--- src/rtl/uart_pkg.sv ---
// Shared UART definitions: parser state encoding and default constants
// used by the receiver, transmitter and frame parser.
package uart_pkg;

    localparam logic [7:0] DEFAULT_SYNC_BYTE      = 8'hA5;
    localparam int         DEFAULT_TIMEOUT_CYCLES = 50000;

    typedef enum logic [1:0] {
        IDLE,
        PAYLOAD,
        CHECK,
        HOLD
    } parser_state_t;

endpackage

--- src/rtl/byte_timeout_timer.sv ---
// Inter-byte timeout counter: counts enabled cycles since the last clear.
// Ports: clk, reset, clear, enable in; expired out (count reached limit).
module byte_timeout_timer #(
    parameter int TIMEOUT_CYCLES = 50000
) (
    input  logic clk,
    input  logic reset,
    input  logic clear,
    input  logic enable,
    output logic expired
);

    localparam int TW = $clog2(TIMEOUT_CYCLES + 1);
    localparam logic [TW-1:0] LIMIT = TW'(TIMEOUT_CYCLES);

    logic [TW-1:0] count;

    assign expired = (count == LIMIT);

    // Saturate at the limit so the count never wraps while waiting
    // for the parser to leave the frame.
    always_ff @(posedge clk) begin
        if (reset || clear) begin
            count <= '0;
        end else if (enable && !expired) begin
            count <= count + 1'b1;
        end
    end

endmodule

--- src/rtl/uart_frame_parser.sv ---
// Frame parser: SYNC_BYTE, PAYLOAD_LEN payload bytes, XOR checksum byte.
// Ports: clk, reset, rx_data/rx_valid in; frame_data/frame_valid/frame_ready
// handshake; csum_err, timeout_err, overrun_err one-cycle pulses.
module uart_frame_parser
    import uart_pkg::*;
#(
    parameter logic [7:0] SYNC_BYTE      = DEFAULT_SYNC_BYTE,
    parameter int         PAYLOAD_LEN    = 2,
    parameter int         TIMEOUT_CYCLES = DEFAULT_TIMEOUT_CYCLES
) (
    input  logic                     clk,
    input  logic                     reset,
    input  logic [7:0]               rx_data,
    input  logic                     rx_valid,
    output logic [8*PAYLOAD_LEN-1:0] frame_data,
    output logic                     frame_valid,
    input  logic                     frame_ready,
    output logic                     csum_err,
    output logic                     timeout_err,
    output logic                     overrun_err
);

    localparam int W  = 8 * PAYLOAD_LEN;
    localparam int CW = $clog2(PAYLOAD_LEN + 1);
    localparam logic [CW-1:0] LAST = CW'(PAYLOAD_LEN - 1);

    parser_state_t state;
    logic [CW-1:0] byte_cnt;
    logic [7:0]    csum;
    logic [W-1:0]  shadow;
    logic [W+7:0]  shifted;
    logic          active;
    logic          timer_clear;
    logic          expired;

    // New byte enters at the LSB so the first byte ends up in the MSBs.
    assign shifted     = {shadow, rx_data};
    assign active      = (state == PAYLOAD) || (state == CHECK);
    assign timer_clear = !active || rx_valid;

    byte_timeout_timer #(
        .TIMEOUT_CYCLES(TIMEOUT_CYCLES)
    ) u_timer (
        .clk    (clk),
        .reset  (reset),
        .clear  (timer_clear),
        .enable (active),
        .expired(expired)
    );

    always_ff @(posedge clk) begin
        if (reset) begin
            state       <= IDLE;
            byte_cnt    <= '0;
            csum        <= '0;
            shadow      <= '0;
            frame_data  <= '0;
            frame_valid <= 1'b0;
            csum_err    <= 1'b0;
            timeout_err <= 1'b0;
            overrun_err <= 1'b0;
        end else begin
            csum_err    <= 1'b0;
            timeout_err <= 1'b0;
            overrun_err <= 1'b0;
            unique case (state)
                IDLE: begin
                    if (rx_valid && rx_data == SYNC_BYTE) begin
                        state    <= PAYLOAD;
                        byte_cnt <= '0;
                        csum     <= '0;
                    end
                end
                PAYLOAD: begin
                    if (rx_valid) begin
                        shadow   <= shifted[W-1:0];
                        csum     <= csum ^ rx_data;
                        byte_cnt <= byte_cnt + 1'b1;
                        if (byte_cnt == LAST) begin
                            state <= CHECK;
                        end
                    end else if (expired) begin
                        timeout_err <= 1'b1;
                        byte_cnt    <= '0;
                        csum        <= '0;
                        state       <= IDLE;
                    end
                end
                CHECK: begin
                    if (rx_valid) begin
                        if (rx_data == csum) begin
                            frame_data  <= shadow;
                            frame_valid <= 1'b1;
                            state       <= HOLD;
                        end else begin
                            csum_err <= 1'b1;
                            state    <= IDLE;
                        end
                        byte_cnt <= '0;
                        csum     <= '0;
                    end else if (expired) begin
                        timeout_err <= 1'b1;
                        byte_cnt    <= '0;
                        csum        <= '0;
                        state       <= IDLE;
                    end
                end
                HOLD: begin
                    // A byte in the handshake cycle is judged as if in IDLE.
                    if (frame_ready) begin
                        frame_valid <= 1'b0;
                        if (rx_valid && rx_data == SYNC_BYTE) begin
                            state    <= PAYLOAD;
                            byte_cnt <= '0;
                            csum     <= '0;
                        end else begin
                            state <= IDLE;
                        end
                    end else if (rx_valid) begin
                        overrun_err <= 1'b1;
                    end
                end
                default: state <= IDLE;
            endcase
        end
    end

endmodule

--- config.mk ---
export PLATFORM = sky130hd
export DESIGN_NAME = uart_frame_parser
export DESIGN_NICKNAME = d
export VERILOG_FILES = /design/src/rtl/uart_pkg.sv /design/src/rtl/byte_timeout_timer.sv /design/src/rtl/uart_frame_parser.sv
export SDC_FILE = /design/constraint.sdc
export NUM_CORES = 1
export LEC_CHECK = 0
export ABC_AREA = 0
export CAP_MARGIN = 20
export CORE_MARGIN = 2
export CORE_UTILIZATION = 67
export DETAILED_ROUTE_END_ITERATION = 8
export DONT_BUFFER_PORTS = 1
export PLACE_DENSITY = 0.91
export SKIP_CTS_REPAIR_TIMING = 1
export SLEW_MARGIN = 20
export SYNTH_ARGS = -nofsm -noshare
export SYNTH_HDL_FRONTEND = slang
export SYNTH_SLANG_ARGS = --single-unit
--- constraint.sdc ---
create_clock -name clk -period 4.6 [get_ports clk]
set_input_delay 0.69 -clock clk [delete_from_list [all_inputs] [get_ports clk]]
set_output_delay 0.69 -clock clk [all_outputs]
set_load 0.05 [all_outputs]
==> qor.yml <==
timing:
  clock.fmax_mhz: 428
  tightest_slew_ns: 1.03
  final_hold_viol_count: 0
  setup_tns_ns: 0
  rsz0062_at_grt: "false"
  finalClockSkew_ns: 0.00794
  fin_crit_sh_pct: 50.8
  drv_slew: 0
  setup_violations: 0
  post-route-min-period_ns: 2.34
  max-slew-margin-rel_pct: 31.1
floorplanning:
  coreArea_um2: 4030
  die_y_um: 69.0
  die_w_um: 69.0
  die-area_um2: 4770
  start_util_pct: 70.3
  ioPinCount: 32
  row_count: 23
detailed_routing:
  via_count: 2279
  viasPerCell: 5.97
  wirelength_um: 5780
  drc: 0
  drt_first_pass_iters: 4
  drtIter0Drc: 190
  ant_nets: 0
  post_drt_wl_per_cell_um: 15.1
synth:
  ys.flop_type: "dfxtp_1"
  syn_nets: 351
  ys_seq_elements: 64
  synth_top_area_share_pct: 45.2
  syn_avg_cell_area_um2: 8.56
  yosys-top-cells-area: "dfxtp_1, nor2_1, a21oi_1"
  ys_seq_area_share_pct: 45.2
  yosys_warnings: 0
  syn-cell-area_um2: 2830
  postSynth.asyncResetShare_pct: 0
  synth_edf_count: 0
  synth_cell_types: 40
  synthCells: 331
  yosys.area.top_type: "dfxtp_1"
global_routing:
  grt_use_total_pct: 26.1
  antenna_found_initial: 0
  gr-total-overflow: 0
  grt_pass1_wl_um: 10000
  grt_start_max_net_pins: 49
  grt_pass1_vias: 2123
critical_path:
  r2r.worst_path.cells: 5
  required_ns: 4.84
  cp_slowest_cell: "and4_1"
  critical_path.cell_chain: "xor2_1 > nor4_2 > and4_1 > mux2i_1 > nor2_1"
  crit_type: "reg2reg"
  worstSetupEndpoint: "frame_data[15]"
  cp_data_arrival_time_ns: 2.58
  endpoint_kind: "flip-flop"
  max_stage_delay_ns: 0.95
  r2r_end: "frame_data[15]"
  r2r_slack_ns: 2.26
  crit_path_start_kind: "flip-flop"
  r2r_start: "csum[4]"
  crit_path_start: "csum[4]"
  crit_path_max_fanout: 19
place:
  dp.final_hpwl_um: 3880
  port_buffers: 0
  gp_congestion: 0.935
clock_tree:
  clk_latency_ns: 0.35
  cts_buffers: 9
  htreeDepth: 3
  cts.sinks: 64
  cts.clk_slew.worst_paths_ns: 0.08
  clockBufferDepth: 2
  cts_tree: "yes"
  cts_root_buf: "clkbuf_8"
run:
  maxCapViolCount: 0
hold_path:
  hp-class: "in2reg"
  holdPathStages: 1
layout:
  area_delta_synth_final_pct: 7.73
  drive_above_1_share_pct: 6.33
  nNetsFinal: 347
  diodes: 0
  finish.utilization_pct: 75.8
pwr:
  p_leak_uw: 0.00101
  power.density_nw_per_um2: 376
  irDropWorstVdd_mv: 0.210
status:
  status: "finished clean"
==> power by group <==
part | total [µW] | leakage, µW | internal (µW) | switching (µW)
logic | 38.4 | 0.000381 | 13.2 | 25.2
registers | 559 | 0.000515 | 557 | 2.45
clock network | 549 | 0.000114 | 311 | 238
==> sequential cells by signal, indices dropped and copies added (netlist names) <==
signal         cells
frame_data        16
byte_cnt           2
csum_err           1
timeout_err        1
state              2
u_timer.count     16
csum               8
frame_valid        1
shadow            16
overrun_err        1
==> critical path: cells and delay by family, from the launching register on <==
kind	cells	cell delay (ns)
xor+xnor	1	0.17
simple gates	3	1.41
mux	1	0.31
flops	1	0.33
==> metal layers <==
layer,GRT usage (%),routed length (µm),up-vias
met5,0,0,-
met4,10.2,157,0
met3,9.94,368,21
met2,37.9,2640,69
met1,35.1,2610,1065
li1,-,-,1124
==> kinds of logic (layout without fill, tap and decap cells) <==
group	count (synthesis)	count (layout)	synth area share, %
compound gates	55	55	10.7
xor+xnor	21	21	6.49
fa+ha+maj	8	8	3.53
buf+inv	24	25	3.71
flops	64	64	45.2
mux	16	16	5.65
simple gates	143	143	24.7
==> cell usage after synthesis, types with 3 or more instances <==
library cell / count
clkbuf_1: 12
nand4_1: 6
nand3b_1: 8
dfxtp_1: 64
and3_1: 3
o21ai_0: 4
xnor2_1: 4
a21oi_1: 34
and4_1: 4
ha_1: 8
and2_1: 4
nor2_1: 47
mux2i_1: 16
nand2_1: 43
o21ai_1: 9
inv_1: 8
nand3_1: 10
xor2_1: 17
==> layout make-up <==
class,count,area [µm²]
Clock inverter,7,104
Tap cell,50,62.6
Sequential cell,64,1280
Clock buffer,9,124
Fill cell,284,976
Multi-Input combinational cell,243,1450
Inverter,9,33.8
==> per-stage QoR <==
stage / power (µW) / std cells / area, µm² / hold WS (ns) / setup WS [ns]
finish: 1150 / 382 / 3050 / 0.409 / 2.26
global route: 1180 / 382 / 3050 / 0.394 / 2.15
CTS: 1150 / 382 / 3050 / 0.392 / 2.27
detailed placement: 610 / 366 / 2830 / 0.443 / 1.95
global placement: 609 / 366 / 2830 / 0.437 / 2.05
floorplan: 609 / 331 / 2830 / 0.436 / 2.41
==> how the worst min path moves through the flow <==
stage / startpoint / endpoint / slack, ns
floorplan: shadow[10] / shadow[10] / 0.44
global placement: shadow[8] / shadow[8] / 0.44
detailed placement: shadow[15] / shadow[15] / 0.44
CTS: reset / shadow[8] / 0.39
global route: reset / shadow[13] / 0.39
finish: reset / csum[2] / 0.41
==> layout by cell type, fill, tap and decap left out, types with 2 or more instances in the layout <==
master,Yosys,routed
clkinv_4,0,3
a21oi_1,34,34
mux2i_1,16,16
dfxtp_1,64,64
inv_1,8,8
nor3_1,2,2
nand2_1,43,43
and4_1,4,4
nor2_1,47,47
clkbuf_8,0,9
nor4bb_1,2,2
nand2b_1,2,2
nor4_2,2,2
nand3_1,10,10
nor2b_1,2,2
nand3b_1,8,8
or3_1,2,2
and2_1,4,4
bufinv_16,0,2
nand4_1,6,6
o21ai_0,4,4
nor4_1,2,2
xnor2_1,4,4
inv_6,0,2
and3_1,3,3
o21ai_1,9,9
ha_1,8,8
xor2_1,17,17
(Power assumes the default switching activity.)
